### src/rtl/retire_stage_if.sv
// rtl/retire_stage_if.sv - ROB-to-retire handshake bundle and retire-side outputs
interface retire_stage_if #(
    parameter int N             = 2,
    parameter int ROB_SZ_BITS   = 5,
    parameter int ARCH_REG_BITS = 5,
    parameter int PHYS_REG_BITS = 6,
    parameter int NSB           = $clog2(N + 1)
);
    logic [NSB-1:0]             rob_outputs_valid;
    logic [ROB_SZ_BITS-1:0]     rob_head;
    logic [N-1:0]               out_complete;
    logic [N-1:0]               out_mispredict;
    logic [N-1:0]               out_halt;
    logic [N-1:0]               out_has_dest;
    logic [N*ARCH_REG_BITS-1:0] out_dest_arch;
    logic [N*PHYS_REG_BITS-1:0] out_dest_phys;
    logic [N*32-1:0]            out_target_pc;

    logic [NSB-1:0]             num_retiring;
    logic                       tail_restore_valid;
    logic [ROB_SZ_BITS-1:0]     tail_restore;
    logic                       redirect_valid;
    logic [31:0]                redirect_pc;
    logic [N-1:0]               amt_we;
    logic [N*ARCH_REG_BITS-1:0] amt_arch;
    logic [N*PHYS_REG_BITS-1:0] amt_phys;
    logic [31:0]                retired_count;
    logic                       halted;

    modport master (
        output rob_outputs_valid, rob_head, out_complete, out_mispredict, out_halt,
               out_has_dest, out_dest_arch, out_dest_phys, out_target_pc,
        input  num_retiring, tail_restore_valid, tail_restore, redirect_valid,
               redirect_pc, amt_we, amt_arch, amt_phys, retired_count, halted
    );

    modport slave (
        input  rob_outputs_valid, rob_head, out_complete, out_mispredict, out_halt,
               out_has_dest, out_dest_arch, out_dest_phys, out_target_pc,
        output num_retiring, tail_restore_valid, tail_restore, redirect_valid,
               redirect_pc, amt_we, amt_arch, amt_phys, retired_count, halted
    );
endinterface

### src/rtl/retire_stage.sv
// rtl/retire_stage.sv - in-order superscalar retire with mispredict recovery and halt
module retire_stage #(
    parameter int N             = 2,
    parameter int ROB_SZ_BITS   = 5,
    parameter int ARCH_REG_BITS = 5,
    parameter int PHYS_REG_BITS = 6,
    parameter int NSB           = $clog2(N + 1)
) (
    input logic           clock,
    input logic           reset,
    retire_stage_if.slave bus
);
    typedef enum logic [1:0] {RUN, RECOVER, HALTED} state_t;

    state_t                     r_state;
    logic                       r_redirect_valid;
    logic [31:0]                r_redirect_pc;
    logic [N-1:0]               r_amt_we;
    logic [N*ARCH_REG_BITS-1:0] r_amt_arch;
    logic [N*PHYS_REG_BITS-1:0] r_amt_phys;
    logic [31:0]                r_retired_count;
    logic                       r_halted;

    logic [NSB-1:0]             w_cnt;
    logic                       w_stop;
    logic                       w_last_mis;
    logic                       w_last_halt;
    logic [ROB_SZ_BITS-1:0]     w_tail;
    logic [31:0]                w_target;
    logic                       w_active;
    logic [NSB-1:0]             w_num;

    // Walk lanes oldest-first; each retiring lane overwrites the "last lane" fields,
    // and the walk stops at the first incomplete, invalid, or control-flow lane.
    always_comb begin
        w_cnt       = '0;
        w_stop      = 1'b0;
        w_last_mis  = 1'b0;
        w_last_halt = 1'b0;
        w_tail      = bus.rob_head;
        w_target    = '0;
        for (int i = 0; i < N; i++) begin
            if (!w_stop) begin
                if (i < int'(bus.rob_outputs_valid) && bus.out_complete[i]) begin
                    w_cnt       = NSB'(i + 1);
                    w_tail      = bus.rob_head + ROB_SZ_BITS'(i + 1);
                    w_target    = bus.out_target_pc[i*32 +: 32];
                    w_last_halt = bus.out_halt[i];
                    w_last_mis  = bus.out_mispredict[i] && !bus.out_halt[i];
                    w_stop      = bus.out_halt[i] || bus.out_mispredict[i];
                end else begin
                    w_stop = 1'b1;
                end
            end
        end
    end

    assign w_active = reset && (r_state == RUN);
    assign w_num    = w_active ? w_cnt : '0;

    assign bus.num_retiring       = w_num;
    assign bus.tail_restore_valid = w_active && w_last_mis;
    assign bus.tail_restore       = w_tail;

    always_ff @(posedge clock or negedge reset) begin
        if (!reset) begin
            r_state          <= RUN;
            r_redirect_valid <= 1'b0;
            r_redirect_pc    <= '0;
            r_amt_we         <= '0;
            r_amt_arch       <= '0;
            r_amt_phys       <= '0;
            r_retired_count  <= '0;
            r_halted         <= 1'b0;
        end else begin
            r_redirect_valid <= 1'b0;
            case (r_state)
                RUN: begin
                    // Halt outranks mispredict: the flag pair on one lane never redirects.
                    if (w_last_halt) begin
                        r_state  <= HALTED;
                        r_halted <= 1'b1;
                    end else if (w_last_mis) begin
                        r_state          <= RECOVER;
                        r_redirect_valid <= 1'b1;
                        r_redirect_pc    <= w_target;
                    end
                end
                RECOVER: r_state <= RUN;
                HALTED:  r_state <= HALTED;
                default: r_state <= RUN;
            endcase
            r_retired_count <= r_retired_count + 32'(w_num);
            for (int i = 0; i < N; i++) begin
                r_amt_we[i] <= (i < int'(w_num)) && bus.out_has_dest[i];
            end
            r_amt_arch <= bus.out_dest_arch;
            r_amt_phys <= bus.out_dest_phys;
        end
    end

    assign bus.redirect_valid = r_redirect_valid;
    assign bus.redirect_pc    = r_redirect_pc;
    assign bus.amt_we         = r_amt_we;
    assign bus.amt_arch       = r_amt_arch;
    assign bus.amt_phys       = r_amt_phys;
    assign bus.retired_count  = r_retired_count;
    assign bus.halted         = r_halted;
endmodule

### src/flat_wrapper.sv
// flat-port wrapper written by rule: the top's interface ports become plain ports
module retire_stage_flat 
#(
    parameter int N             = 2,
    parameter int ROB_SZ_BITS   = 5,
    parameter int ARCH_REG_BITS = 5,
    parameter int PHYS_REG_BITS = 6,
    parameter int NSB           = $clog2(N + 1)
)
  (clock, reset, bus_rob_outputs_valid, bus_rob_head, bus_out_complete, bus_out_mispredict, bus_out_halt, bus_out_has_dest, bus_out_dest_arch, bus_out_dest_phys, bus_out_target_pc, bus_num_retiring, bus_tail_restore_valid, bus_tail_restore, bus_redirect_valid, bus_redirect_pc, bus_amt_we, bus_amt_arch, bus_amt_phys, bus_retired_count, bus_halted);
  retire_stage_if #(.N(N), .ROB_SZ_BITS(ROB_SZ_BITS), .ARCH_REG_BITS(ARCH_REG_BITS), .PHYS_REG_BITS(PHYS_REG_BITS), .NSB(NSB)) bus_i ();
  input logic clock;
  input logic reset;
  input wire logic [$bits(bus_i.rob_outputs_valid)-1:0] bus_rob_outputs_valid;
  input wire logic [$bits(bus_i.rob_head)-1:0] bus_rob_head;
  input wire logic [$bits(bus_i.out_complete)-1:0] bus_out_complete;
  input wire logic [$bits(bus_i.out_mispredict)-1:0] bus_out_mispredict;
  input wire logic [$bits(bus_i.out_halt)-1:0] bus_out_halt;
  input wire logic [$bits(bus_i.out_has_dest)-1:0] bus_out_has_dest;
  input wire logic [$bits(bus_i.out_dest_arch)-1:0] bus_out_dest_arch;
  input wire logic [$bits(bus_i.out_dest_phys)-1:0] bus_out_dest_phys;
  input wire logic [$bits(bus_i.out_target_pc)-1:0] bus_out_target_pc;
  output wire logic [$bits(bus_i.num_retiring)-1:0] bus_num_retiring;
  output wire logic [$bits(bus_i.tail_restore_valid)-1:0] bus_tail_restore_valid;
  output wire logic [$bits(bus_i.tail_restore)-1:0] bus_tail_restore;
  output wire logic [$bits(bus_i.redirect_valid)-1:0] bus_redirect_valid;
  output wire logic [$bits(bus_i.redirect_pc)-1:0] bus_redirect_pc;
  output wire logic [$bits(bus_i.amt_we)-1:0] bus_amt_we;
  output wire logic [$bits(bus_i.amt_arch)-1:0] bus_amt_arch;
  output wire logic [$bits(bus_i.amt_phys)-1:0] bus_amt_phys;
  output wire logic [$bits(bus_i.retired_count)-1:0] bus_retired_count;
  output wire logic [$bits(bus_i.halted)-1:0] bus_halted;
  assign bus_i.rob_outputs_valid = bus_rob_outputs_valid;
  assign bus_i.rob_head = bus_rob_head;
  assign bus_i.out_complete = bus_out_complete;
  assign bus_i.out_mispredict = bus_out_mispredict;
  assign bus_i.out_halt = bus_out_halt;
  assign bus_i.out_has_dest = bus_out_has_dest;
  assign bus_i.out_dest_arch = bus_out_dest_arch;
  assign bus_i.out_dest_phys = bus_out_dest_phys;
  assign bus_i.out_target_pc = bus_out_target_pc;
  assign bus_num_retiring = bus_i.num_retiring;
  assign bus_tail_restore_valid = bus_i.tail_restore_valid;
  assign bus_tail_restore = bus_i.tail_restore;
  assign bus_redirect_valid = bus_i.redirect_valid;
  assign bus_redirect_pc = bus_i.redirect_pc;
  assign bus_amt_we = bus_i.amt_we;
  assign bus_amt_arch = bus_i.amt_arch;
  assign bus_amt_phys = bus_i.amt_phys;
  assign bus_retired_count = bus_i.retired_count;
  assign bus_halted = bus_i.halted;
  retire_stage #(.N(N), .ROB_SZ_BITS(ROB_SZ_BITS), .ARCH_REG_BITS(ARCH_REG_BITS), .PHYS_REG_BITS(PHYS_REG_BITS), .NSB(NSB)) u_core (.clock(clock), .reset(reset), .bus(bus_i));
endmodule
### config.mk
export PLATFORM = sky130hd
export DESIGN_NAME = retire_stage_flat
export DESIGN_NICKNAME = d
export VERILOG_FILES = /design/src/rtl/retire_stage_if.sv /design/src/rtl/retire_stage.sv /design/src/flat_wrapper.sv
export SDC_FILE = /design/constraint.sdc
export NUM_CORES = 1
export LEC_CHECK = 0
export ABC_AREA = 1
export CAP_MARGIN = 0
export CORE_ASPECT_RATIO = 0.75
export CORE_MARGIN = 2
export CORE_UTILIZATION = 55
export CTS_BUF_LIST = sky130_fd_sc_hd__clkbuf_8 sky130_fd_sc_hd__clkbuf_16
export DETAILED_ROUTE_END_ITERATION = 12
export DONT_BUFFER_PORTS = 1
export GPL_TIMING_DRIVEN = 0
export PLACE_DENSITY = 0.79
export SETUP_SLACK_MARGIN = 0.3
export SYNTH_ARGS = -nofsm -noshare
export SYNTH_HDL_FRONTEND = slang
export SYNTH_SLANG_ARGS = --single-unit
### constraint.sdc
create_clock -name clock -period 3.18 [get_ports clock]
set_clock_uncertainty 0.1 [all_clocks]
set_input_delay 0.318 -clock clock [delete_from_list [all_inputs] [get_ports clock]]
set_output_delay 0.318 -clock clock [all_outputs]
set_load 0.02 [all_outputs]
Word level (Yosys, flattened, before mapping) --
Cells that the tools add are included.
Storage, ports and cells: bits in registers 92, input bits 103, output and inout port bits 98
Operators by class: $add $sub $neg 3, $lt $le $gt $ge 4, eq/ne operators 2, muxes and demuxes 23, bitwise gates (word level) 1, reduce and logical (&&, ||, !) cells 14
Operator list (number):
- $mux 32 | 3
- $add 32x2->32 | 1
- $mux 5 | 3
- $mux 1 | 11
- $mux 2 | 5
- $logic_and 1x1->1 | 8
- $lt 1x2->1 const A | 4
- $add 5x1->5 const B | 1
- $add 5x2->5 const B | 1
- $pmux 2 s2 | 1
- $ne 3x1->1 const B | 1
- $reduce_and 3->1 | 1
- $eq 2x2->1 const B | 1
- $logic_not 1->1 | 2
- $logic_not 2->1 | 1
- $reduce_and 2->1 | 1
- $logic_or 1x1->1 | 1
- $not 1->1 | 1

Depth between registers and ports, before layout --
depth after elaboration 8, depth in mapped cells 16, depth with buffers taken out 15

Least setup slack after synthesis --
OpenSTA, ideal clock, no wires.
path type input to register, from input port bus_out_complete[0], to register u_core.r_retired_count[18], in the netlist u_core.bus.retired_count[18], setup time 0.123 ns, arrival 2.642 ns, required time 2.957 ns, setup slack 0.315 ns, stages 15, cells stage by stage inv_1 nor2_2 buf_4 buf_2 nand2_1 nor2_1 ha_1 inv_1 fa_1 nor2_4 inv_1 nor2_1 nand2_1 o21ai_0 nand2_1
On the way: cells in the longest elaborated chain, start to end 6
RTL lines:
- from (decl) | line flat_wrapper.sv:16 | input wire logic [$bits(bus_i.out_complete)-1:0] bus_out_complete;
- $logic_and 1x1->1 (*) | line retire_stage.sv:44 | if (i < int'(bus.rob_outputs_valid) && bus.out_complete[i]) begin
- $mux 1 | line retire_stage.sv:44
- $mux 2 | line retire_stage.sv:44
- $mux 2 (*) | line retire_stage.sv:43 | if (!w_stop) begin
- $mux 2 (*) | line retire_stage.sv:59 | assign w_num = w_active ? w_cnt : '0;
- net bus_num_retiring[0] | line flat_wrapper.sv:23 | output wire logic [$bits(bus_i.num_retiring)-1:0] bus_num_retiring;
- $add 32x2->32 (*) | line retire_stage.sv:93 | r_retired_count <= r_retired_count + 32'(w_num);
- to (signal assigned) | line retire_stage.sv:93
- to (decl) | line retire_stage.sv:21 | logic [31:0] r_retired_count;
The timed path passes the listed nets; every way through them passes the cells marked *. A chain may end at the register's enable or synchronous reset.

Worst setup path after layout --
Same ends and word-level chain as after synthesis.

==> metrics.md <==
| Metric | Value |
|---|---|
| Internal | approximately 1500 uW |
| Worst skew pair latency | ~0.37 ns |
| Critical Path AT | roughly 2.9 ns |
| EDFF count, synth | 0 |
| # diodes | 0 |
| Number of port buffers | 0 |
| I/O Pins | 201 |
| Compound-gate portion of the synthesized area | less than 1% |
| Initial antenna violation count | 0 |
| XOR/XNOR Fraction of Synth Area | between 3 and 4% |
| GRT Resource Usage Total | about 29% |
| Kind of critical path | primary input to register |
| Drc violations | 0 |
| Largest net degree at the start of global routing | between 90 and 100 |
| Mux share of post-synthesis cell area | 0% |
| Post-synthesis instance total | about 580 |
| Post-synthesis to final-layout area growth | 14.4% |
| Clock share of power | between 30% and 40% |
| Initial Util | a little under three fifths |
| Rel. slew slack | 68.9% |
| Setup violations, final | 0 |
| CTS tree | built |
| Detailed Route WL | between 10 and 15 mm |
| Cell taking the most area after synthesis | dfrtp_1 |
| Simple logic cell fraction of the synthesized area | around two fifths |
| Post-synthesis sequential area ratio | around 51% |
| Final clock period utilization by the worst path | 85.2% |
| Final slew viol count | 0 |
| Yosys reg bits | between 90 and 100 |
| First-pass GRT wire length | 19.5 mm |
| Fmax | about 0.37 GHz |
| Global placer's final weighted congestion | approximately 0.95 |
| Post-Syn Area | ~4500 um2 |
| Sw Share | between 20 and 30% |
| Worst-Margin Slew | about 0.46 ns |
| Seq pwr share | between 50 and 60% |
| H-Tree Depth | 3 |
| Leakage Power | 0.00265 uW |
| Final ANT Viol Nets | 0 |
| WL/cell | 17.5 um |
| Syn nets | roughly 680 |
| Startpoint types | primary input |
| Hold Path Class | primary input to register |
| Root Buffer | clkbuf_8 |
| Hpwl dp | about 9.5 mm |
| Maximum capacitance violations | 0 |
| Total power density per cell area | 411 nW/um2 |
| Synth top area share | 50.6% |
| Via count | a little over 4000 |
| Vias in the first global route | approximately 3900 |
| Die area | around 9000 um2 |
| Layout Utilization | 65.4% |
| Post-Synth Adder-Cell Area | under 10% |
| RSZ-0062 raised after global routing | no |
| Core area | 7950 um2 |
| Peak supply drop | between 0.0003 and 0.0004 V |
| DIE HEIGHT | a little over 80 um |
| Syn_area_per_cell | 7.90 um2 |
| Top cells by area, synth | dfrtp_1 (51%), nand2_1 (17%), nand3_1 (12%), nor2_1 (4.8%), inv_1 (2.6%) |
| Count leader, synth | nand2_1 |
| CTS sink cnt | 92 |
| CP endpoint kind | register |
| CTS max path bufs | 2 |
| Logic pwr share | 7.5% |
| # rows | 28 |
| Net Sw Power | a little under 600 uW |
| Placed instance count | 681 |
| Crit Path Max Fanout | 10 |
| Drt pass-1 iters | 5 |
| Final Non-Filler Cells | between 700 and 800 |
| Final worst path period need | 2.71 ns |
| Synth unique cells | 26 |
| Async SR Flop Fraction | between 90% and 100% |
| DR iter-0 viols | 460 |
| Layout cells sized above 1 | about 8.5% |
| Worst-path clk slew | 0.10 ns |
| Ys Warns | 0 |
| Top FF cell, synth | dfrtp_1 |
| Grt ovf | 0 |
| Hold Path Stages | 4 |
| R2R cell count | 12 |
| Outcome | completed |
| DR vias/cell | roughly 5.7 |
| Die width | around 110 um |
| Final nets | ~720 |
| Final hold violation count | 0 |
| CTS buffer count | 9 |
| Worst Path Required | ~3.3 ns |
| Main combinational cell family by area after synthesis | simple AND/OR/NAND/NOR gates |
| Synth cell count leaders | nand2_1 (210), nand3_1 (110), dfrtp_1 (92), nor2_1 (58), inv_1 (31) |
through the flow:
step | setup slack [ns] | hold slack (ns) | setup TNS [ns] | instance area, um2 | power (uW)
finish | 0.471 | 0.0832 | 0 | 5200 | 2140
global route | 0.292 | 0.0787 | 0 | 5200 | 2220
CTS | 0.330 | 0.0696 | 0 | 5170 | 2150
detailed placement | -0.190 | -0.0760 | -0.573 | 4680 | 1340
global placement | -0.104 | -0.0744 | -0.244 | 4680 | 1330
floorplan | 0.315 | -0.0776 | 0 | 4550 | 1310
cell usage in the layout (no fill, tap or decap):
| cell type | synthesis | final |
|---|---|---|
| xor2_1 | 12 | 12 |
| nand3_2 | 1 | 1 |
| buf_1 | 1 | 1 |
| dlygate4sd3_1 | 0 | 25 |
| o22ai_1 | 1 | 1 |
| fa_1 | 1 | 1 |
| dfrtp_1 | 92 | 92 |
| inv_1 | 31 | 31 |
| clkbuf_4 | 0 | 2 |
| nand3_1 | 110 | 110 |
| inv_2 | 1 | 1 |
| clkinvlp_4 | 0 | 3 |
| buf_2 | 12 | 10 |
| o21ai_0 | 3 | 3 |
| clkbuf_1 | 3 | 3 |
| nor2_4 | 2 | 5 |
| nand3b_1 | 12 | 12 |
| nor3_1 | 1 | 1 |
| a21oi_1 | 1 | 1 |
| buf_6 | 3 | 3 |
| nor2_1 | 58 | 55 |
| nand2_2 | 1 | 3 |
| xnor2_1 | 6 | 6 |
| nand4_1 | 2 | 2 |
| inv_8 | 0 | 3 |
| inv_6 | 0 | 1 |
| nor2_2 | 3 | 3 |
| ha_1 | 4 | 4 |
| clkbuf_8 | 0 | 9 |
| buf_4 | 4 | 7 |
| nand2_4 | 1 | 1 |
| buf_16 | 0 | 1 |
| nand2_1 | 210 | 208 |
worst max-delay path, stage by stage:
cell and delay, ns:
inv_1 0.03, nor2_2 0.20, buf_4 0.22, clkbuf_4 0.22, nand2_1 0.16, nor2_4 0.20
ha_1 0.21, inv_1 0.06, fa_1 0.47, nor2_4 0.20, inv_1 0.08, nor2_1 0.18
nand2_1 0.11, o21ai_0 0.15, nand2_1 0.07
flip-flops by register name (all words and copies together) (netlist names):
name and flops:
u_core.bus.halted 1, u_core.r_state 2, u_core.bus.retired_count 32, u_core.bus.amt_arch 10, u_core.bus.redirect_pc 32, u_core.bus.amt_we 2, u_core.bus.redirect_valid 1, u_core.bus.amt_phys 12
cell type report:
type / count / area [um2]
flip-flops and latches: 92 / 2300
fillers: 680 / 2750
multi-input cells: 429 / 2010
clock inverters: 7 / 65.1
well taps: 105 / 131
repair buffers: 29 / 300
inverters: 32 / 120
plain buffers: 23 / 144
clock buffers: 9 / 124
routing by layer:
layer | GRT usage, % | up-vias | share of wire [%]
met3 | 10.9 | 36 | 11
met5 | 0 | - | 0
met1 | 36.6 | 1944 | 41
met4 | 11.8 | 0 | 2.6
li1 | - | 1915 | -
met2 | 44.5 | 223 | 45
logic make-up after synthesis:
group | Yosys count
buffers and inverters | 55
xor gates and xnor gates | 18
and+or+nand+nor | 401
adders and majority gates | 5
AOI/OAI and AO/OA | 5
DFF | 92
path summary, 6_finish.rpt:
check | from | endpoint | slack [ns]
setup / recovery | bus_out_complete[0] | u_core.bus.retired_count[18] | 0.47
max in group asynchronous | reset | u_core.bus.redirect_pc[18] | 2.15
hold reg to reg | u_core.r_state[0] | u_core.r_state[1] | 0.42
min in group asynchronous | reset | u_core.bus.retired_count[5] | 0.45
hold / removal | bus_out_target_pc[58] | u_core.bus.redirect_pc[26] | 0.08
setup reg to reg | u_core.r_state[0] | u_core.bus.retired_count[18] | 0.56
what timing repair did:
| item | CTS | global route |
|---|---|---|
| setup buffers | 0 | 3 |
| pin swaps | 0 | 2 |
| hold buffers | 26 | 0 |
| hold endpoints to repair | 116 | 0 |
| gates resized for setup | 6 | 4 |
| gates cloned | 0 | 0 |
| setup endpoints to repair | 11 | 7 |
power by group through the flow:
| stage | logic, uW | clock network (uW) | registers, uW |
|---|---|---|---|
| 2_1_floorplan | 82.9 | 0 | 1230 |
| 3_3_place_gp | 99.3 | 0 | 1230 |
| 3_5_place_dp | 104 | 0 | 1230 |
| 4_1_cts | 159 | 787 | 1210 |
| 5_1_grt | 180 | 835 | 1210 |
| 6_report | 160 | 772 | 1210 |
Note: power is estimated with default switching activity, not from simulation.
